[config.mk]
export PLATFORM = sky130hd
export DESIGN_NAME = ingress_frame_validator
export DESIGN_NICKNAME = d
export VERILOG_FILES = /design/src/rtl/ingress_frame_validator.sv
export SDC_FILE = /design/constraint.sdc
export NUM_CORES = 1
export LEC_CHECK = 0
export ABC_AREA = 1
export ABC_CLOCK_PERIOD_IN_PS = 1700
export CORE_ASPECT_RATIO = 1.25
export CORE_MARGIN = 2
export CORE_UTILIZATION = 56
export DETAILED_ROUTE_END_ITERATION = 16
export DONT_BUFFER_PORTS = 1
export GPL_TIMING_DRIVEN = 0
export PLACE_DENSITY_LB_ADDON = 0.3
export SLEW_MARGIN = 10
export SYNTH_ARGS = -nofsm -noshare
export SYNTH_HDL_FRONTEND = slang
export SYNTH_SLANG_ARGS = --single-unit
[constraint.sdc]
create_clock -name clk -period 1.7 [get_ports clk]
set_clock_uncertainty 0.05 [all_clocks]
set_input_delay 0.255 -clock clk [delete_from_list [all_inputs] [get_ports clk]]
set_output_delay 0.255 -clock clk [all_outputs]
set_load 0.02 [all_outputs]
[src/rtl/ingress_frame_validator.sv]
// Ingress frame validator: forwards a 16-bit AXI-stream through one egress register, measures and classifies each frame, and emits a 20-bit sideband word.
// Optional statistics counters are enabled with `define PF_VALIDATOR_STATS_EN.
module ingress_frame_validator #(
    parameter int unsigned MIN_HW = 30,
    parameter int unsigned MAX_HW = 759,
    parameter int unsigned LEN_W  = 11
) (
    input  logic        clk,
    input  logic        reset,
    input  logic        en,
    input  logic        s_tvalid,
    output logic        s_tready,
    input  logic [15:0] s_tdata,
    input  logic        s_tlast,
    input  logic        s_tuser,
    output logic        m_tvalid,
    input  logic        m_tready,
    output logic [15:0] m_tdata,
    output logic        m_tlast,
    output logic        sb_valid,
    input  logic        sb_ready,
    output logic [19:0] sb_data
`ifdef PF_VALIDATOR_STATS_EN
    ,
    input  logic        stat_clr,
    output logic [15:0] stat_ok,
    output logic [15:0] stat_bad
`endif
);

    localparam int unsigned DATA_W   = 16;
    localparam int unsigned SB_W     = 20;
    localparam int unsigned SB_LEN_W = 11;

    localparam logic [LEN_W-1:0] MIN_L     = LEN_W'(MIN_HW);
    localparam logic [LEN_W-1:0] MAX_L     = LEN_W'(MAX_HW);
    localparam logic [LEN_W-1:0] LEN_SAT_L = '1;
    localparam logic [LEN_W-1:0] LEN_ONE_L = LEN_W'(1);

    typedef enum logic [1:0] {
        IDLE,
        FRAME,
        DROP,
        SB
    } state_t;

    state_t              state_q, state_d;
    logic [LEN_W-1:0]    len_q, len_d, len_inc;
    logic                m_tvalid_q, m_tvalid_d;
    logic [DATA_W-1:0]   m_tdata_q, m_tdata_d;
    logic                m_tlast_q, m_tlast_d;
    logic                sb_valid_q, sb_valid_d;
    logic [SB_W-1:0]     sb_data_q, sb_data_d;
    logic                accept;

    // Sideband word: {giant, runt, err, ok, 5'b0, len}; a saturated length is always giant.
    function automatic logic [SB_W-1:0] sb_word(input logic [LEN_W-1:0] l, input logic err);
        logic runt;
        logic giant;
        logic ok;
        runt  = (l < MIN_L);
        giant = (l > MAX_L) | (l == LEN_SAT_L);
        ok    = ~(runt | giant | err);
        return {giant, runt, err, ok, 5'b0, SB_LEN_W'(l)};
    endfunction

    // Ingress ready: DROP sinks everything, SB stalls, otherwise the egress slot must be free.
    always_comb begin
        s_tready = 1'b0;
        if (reset) begin
            case (state_q)
                IDLE, FRAME: s_tready = ~m_tvalid_q | m_tready;
                DROP:        s_tready = 1'b1;
                default:     s_tready = 1'b0;
            endcase
        end
    end

    assign accept  = s_tvalid & s_tready;
    assign len_inc = (len_q == LEN_SAT_L) ? len_q : LEN_W'(len_q + LEN_ONE_L);

    always_comb begin
        state_d    = state_q;
        len_d      = len_q;
        m_tvalid_d = m_tvalid_q & ~m_tready;
        m_tdata_d  = m_tdata_q;
        m_tlast_d  = m_tlast_q;
        sb_valid_d = sb_valid_q;
        sb_data_d  = sb_data_q;
        case (state_q)
            IDLE: begin
                if (accept) begin
                    if (en) begin
                        m_tvalid_d = 1'b1;
                        m_tdata_d  = s_tdata;
                        m_tlast_d  = s_tlast;
                        len_d      = LEN_ONE_L;
                        if (s_tlast) begin
                            state_d    = SB;
                            sb_valid_d = 1'b1;
                            sb_data_d  = sb_word(LEN_ONE_L, s_tuser);
                        end else begin
                            state_d = FRAME;
                        end
                    end else if (!s_tlast) begin
                        state_d = DROP;
                    end
                end
            end
            FRAME: begin
                if (accept) begin
                    m_tvalid_d = 1'b1;
                    m_tdata_d  = s_tdata;
                    m_tlast_d  = s_tlast;
                    len_d      = len_inc;
                    if (s_tlast) begin
                        state_d    = SB;
                        sb_valid_d = 1'b1;
                        sb_data_d  = sb_word(len_inc, s_tuser);
                    end
                end
            end
            DROP: begin
                if (accept && s_tlast) begin
                    state_d = IDLE;
                    len_d   = '0;
                end
            end
            SB: begin
                if (sb_ready) begin
                    state_d    = IDLE;
                    sb_valid_d = 1'b0;
                    len_d      = '0;
                end
            end
            default: begin
                state_d = IDLE;
                len_d   = '0;
            end
        endcase
    end

    // State and output registers.
    always_ff @(posedge clk or negedge reset) begin
        if (!reset) begin
            state_q    <= IDLE;
            len_q      <= '0;
            m_tvalid_q <= 1'b0;
            m_tdata_q  <= '0;
            m_tlast_q  <= 1'b0;
            sb_valid_q <= 1'b0;
            sb_data_q  <= '0;
        end else begin
            state_q    <= state_d;
            len_q      <= len_d;
            m_tvalid_q <= m_tvalid_d;
            m_tdata_q  <= m_tdata_d;
            m_tlast_q  <= m_tlast_d;
            sb_valid_q <= sb_valid_d;
            sb_data_q  <= sb_data_d;
        end
    end

    assign m_tvalid = m_tvalid_q;
    assign m_tdata  = m_tdata_q;
    assign m_tlast  = m_tlast_q;
    assign sb_valid = sb_valid_q;
    assign sb_data  = sb_data_q;

`ifdef PF_VALIDATOR_STATS_EN
    localparam int unsigned STAT_W = 16;

    logic              sb_accept;
    logic [STAT_W-1:0] stat_ok_q, stat_bad_q;

    assign sb_accept = sb_valid_q & sb_ready;

    // Saturating frame counters, bucketed by the ok bit of each accepted sideband word.
    always_ff @(posedge clk or negedge reset) begin
        if (!reset) begin
            stat_ok_q  <= '0;
            stat_bad_q <= '0;
        end else if (stat_clr) begin
            stat_ok_q  <= '0;
            stat_bad_q <= '0;
        end else if (sb_accept) begin
            if (sb_data_q[16]) begin
                if (stat_ok_q != '1) stat_ok_q <= STAT_W'(stat_ok_q + STAT_W'(1));
            end else begin
                if (stat_bad_q != '1) stat_bad_q <= STAT_W'(stat_bad_q + STAT_W'(1));
            end
        end
    end

    assign stat_ok  = stat_ok_q;
    assign stat_bad = stat_bad_q;
`endif

endmodule
==> summary.md <==
| Metric | Value |
|---|---|
| Outcome | `finished, violations left` |
| Failing checks | `negative setup slack` |
| Most instantiated library cell after synthesis | `nand2_1` |
| RSZ-0062 raised after global routing | `true` |
| Logic pwr share | `32.8%` |
| Synthesized area per cell | `7.75 sq um` |
| GRT Overall Usage | `24.9%` |
| Share of cells above drive strength 1 | `32.2%` |
| Cell variety after synth | `32` |
| IO buf count | `0` |
| Setup ws final | `-221 ps` |
| Pre-CTS setup slack | `-277 ps` |
| MaxCap Viol Count | `0` |
| Reg power frac | `45.0%` |
| Crit path DAT | `2080 ps` |
| Global-route wire length before repair | `9430 um` |
| Antenna-violating nets left | `0` |
| # clock sinks | `47` |
| Delay-heaviest family, CP | `simple AND/OR/NAND/NOR gates` |
| Leakage power | `1.61 nW` |
| # rows | `26` |
| Fmax | `520 MHz` |
| Vias per cell | `5.66` |
| CP max stage delay | `420 ps` |
| Placed Instances | `369` |
| Yosys Warn Count | `0` |
| Post-Syn Instances | `309` |
| CORE AREA | `0.00410 sq mm` |
| Worst hold slack | `6.65 ps` |
| Clock share of power | `22.2%` |
| Initial DRC Count | `182` |
| List of most frequent post-synthesis cells | `nand2_1, dfrtp_1, inv_1, nor2_1` |
| Seq/Total Area, Yosys | `49.1%` |
| Min-Delay Path Class | `input port to flip-flop` |
| DRT Wirelength | `6710 um` |
| Worst-skew pair later-pin latency | `310 ps` |
| Total grt overflow | `0` |
| Switching share of power | `41.8%` |
| Crit path cell chain | `ha_4 -> nand2_4 -> nor2_4 -> nand3_2 -> buf_6 -> nand3_2 -> nand2_1 -> nor2_1 -> nand2_1 -> nand2_1 -> o21bai_1` |
| Residual DRC count | `0` |
| Ys async rst share | `100%` |
| Post-synth top area share | `49.1%` |
| Total power | `4.58 mW` |
| Leading post-synthesis cells by cell area | `dfrtp_1, nand2_1, inv_1` |
| Number of global-route vias before repair | `2,124` |
| Crit Path Category | `flip-flop to flip-flop` |
| Largest net degree at the start of global routing | `48` |
| Wire per inst | `16.6 um` |
| Internal | `2.66 mW` |
| Clock buffer depth | `2` |
| Root buffer cell | `clkbuf_8` |
| Post-DP HPWL | `3650 um` |
| CP Max Fanout | `5` |
| Flops & latches, synth | `47` |
| Fin crit period | `1920 ps` |
| Reg2reg path depth | `11` |
| Finished Layout Cells | `404` |
| Critical path depth | `11` |
| Slowest CP cell | `dfrtp_2` |
| Synth Cell Area | `0.00239 sq mm` |
| CP endpoint kind | `flip-flop` |
| Req. time, crit path | `1860 ps` |
| RePlAce Congestion | `0.911` |
| Final Core Density | `77.5%` |
| Hold Vio Cnt, Final | `0` |
| Clock transition at path regs | `100 ps` |
| Hold Path Cell Cnt | `2` |
| IO Count | `64` |
| DIE AREA | `0.00482 sq mm` |
| Post-synth EDFFs | `0` |
| Die height | `77.1 um` |
| Setup-failing EPs final | `23` |
| Area delta synth->final | `32.8%` |
| Cell taking the most area after synthesis | `dfrtp_1` |
| H-tree depth | `2` |
| Final period utilization | `113%` |
| Peak supply drop | `1130 uV` |
| Initial Util | `58.4%` |
| Drt pass-1 iters | `5` |
| Chip width | `62.5 um` |
| Critical path startpoint category | `flip-flop` |
| # diodes | `0` |
| TritonCTS clock tree | `done` |
| Worst path bufs/invs | `1` |
| Initial antenna violation count | `0` |
| Power per cell area | `1440 mW/mm^2` |
| Final net count | `372` |
| Main synth FF type | `dfrtp_1` |
| Via count | `2,286` |
| Inserted Clock Buffers | `5` |
| Count of pins over their slew limit | `0` |
| Most common cell type on the critical path | `nand2_1` |
| Sw power | `1.91 mW` |
-- area by class of cell --
type | count | area [sq um]
multi-input cells | 223 | 1260
clock inverters | 3 | 71.3
inverters | 31 | 124
plain buffers | 11 | 114
well taps | 56 | 70.1
repair buffers | 28 | 290
clock buffers | 5 | 68.8
flip-flops and latches | 47 | 1180
fillers | 272 | 921
-- metal layers --
| metal | share of wire [%] | GRT usage [%] |
|---|---|---|
| met3 | 7.4 | 6.60 |
| met4 | 4.2 | 13.6 |
| met5 | 0 | 0 |
| met2 | 53 | 42.2 |
| met1 | 35 | 28.7 |
-- cell usage in the layout (no fill, tap or decap), drive strengths merged, types with 2 or more instances in the layout --
cell type and n:
bufinv 2, dlygate4sd3 4, o21ai 25, clkbuf 6, inv 32, nand4 6, a21oi 5, nor2 25
conb 5, nand2 133, nand3 13, buf 34, dfrtp 47
-- final timing paths --
| path | startpoint | end | slack [ps] |
|---|---|---|---|
| max in group asynchronous | reset | state_q[1]$_DFFE_PN0P_ | 970 |
| min reg2reg | len_q[7]$_DFFE_PN0P_ | len_q[7]$_DFFE_PN0P_ | 500 |
| max reg2reg | len_q[1]$_DFFE_PN0P_ | sb_data[16]$_DFFE_PN0P_ | -220 |
| max | len_q[1]$_DFFE_PN0P_ | sb_data[16]$_DFFE_PN0P_ | -220 |
| min | s_tdata[12] | m_tdata[12]$_DFFE_PN0P_ | 7 |
| min in group asynchronous | reset | len_q[5]$_DFFE_PN0P_ | 410 |
-- logic make-up (layout without fill, tap and decap cells) --
family | count (synthesis) | in the layout | synth area share (%)
buffers and inverters | 43 | 78 | 8.47
adder cells (fa/ha/maj) | 1 | 1 | 0.523
flip-flops | 47 | 47 | 49.1
XOR/XNOR | 2 | 2 | 0.732
AO/OA/AOI/OAI | 34 | 34 | 8.05
other | 1 | 5 | 0.157
AND/OR/NAND/NOR | 181 | 181 | 32.9
-- metrics by stage --
| step | cell area [sq um] | setup TNS, ps |
|---|---|---|
| after floorplan | 2430 | 0 |
| after global placement | 2500 | -3720 |
| after detailed placement | 2500 | -5050 |
| after CTS | 2920 | -1080 |
| after global routing | 3180 | -4240 |
| final | 3180 | -1930 |
-- sequential cells by signal (all words and copies together), names as in the netlist --
| name | flops |
|---|---|
| len_q | 11 |
| m_tdata | 16 |
| m_tlast | 1 |
| m_tvalid | 1 |
| sb_data | 15 |
| sb_valid | 1 |
| state_q | 2 |
-- worst reg2reg max path, stage by stage (launching register included) --
cell	delay [ps]
dfrtp_2	420
ha_4	170
nand2_4	70
nor2_4	170
nand3_2	160
buf_6	170
nand3_2	120
nand2_1	70
nor2_1	120
nand2_1	90
nand2_1	110
o21bai_1	90
-- power by group through the flow --
stage	Clock [mW]	Sequential, mW	Combinational (mW)
final	1.02	2.06	1.50
after global routing	1.06	2.10	1.65
after CTS	1.02	2.04	1.28
after detailed placement	0	2.05	1.04
after global placement	0	2.05	0.995
after floorplan	0	1.98	0.856
-- timing repair --
action,in CTS,in global routing
resized for setup,36,56
pin swaps,12,17
cloned,1,2
hold buffers,2,3
buffers inserted,16,4
setup endpoints to repair,39,47
hold endpoints to repair,47,3
Power figures use the tool's default switching activity.
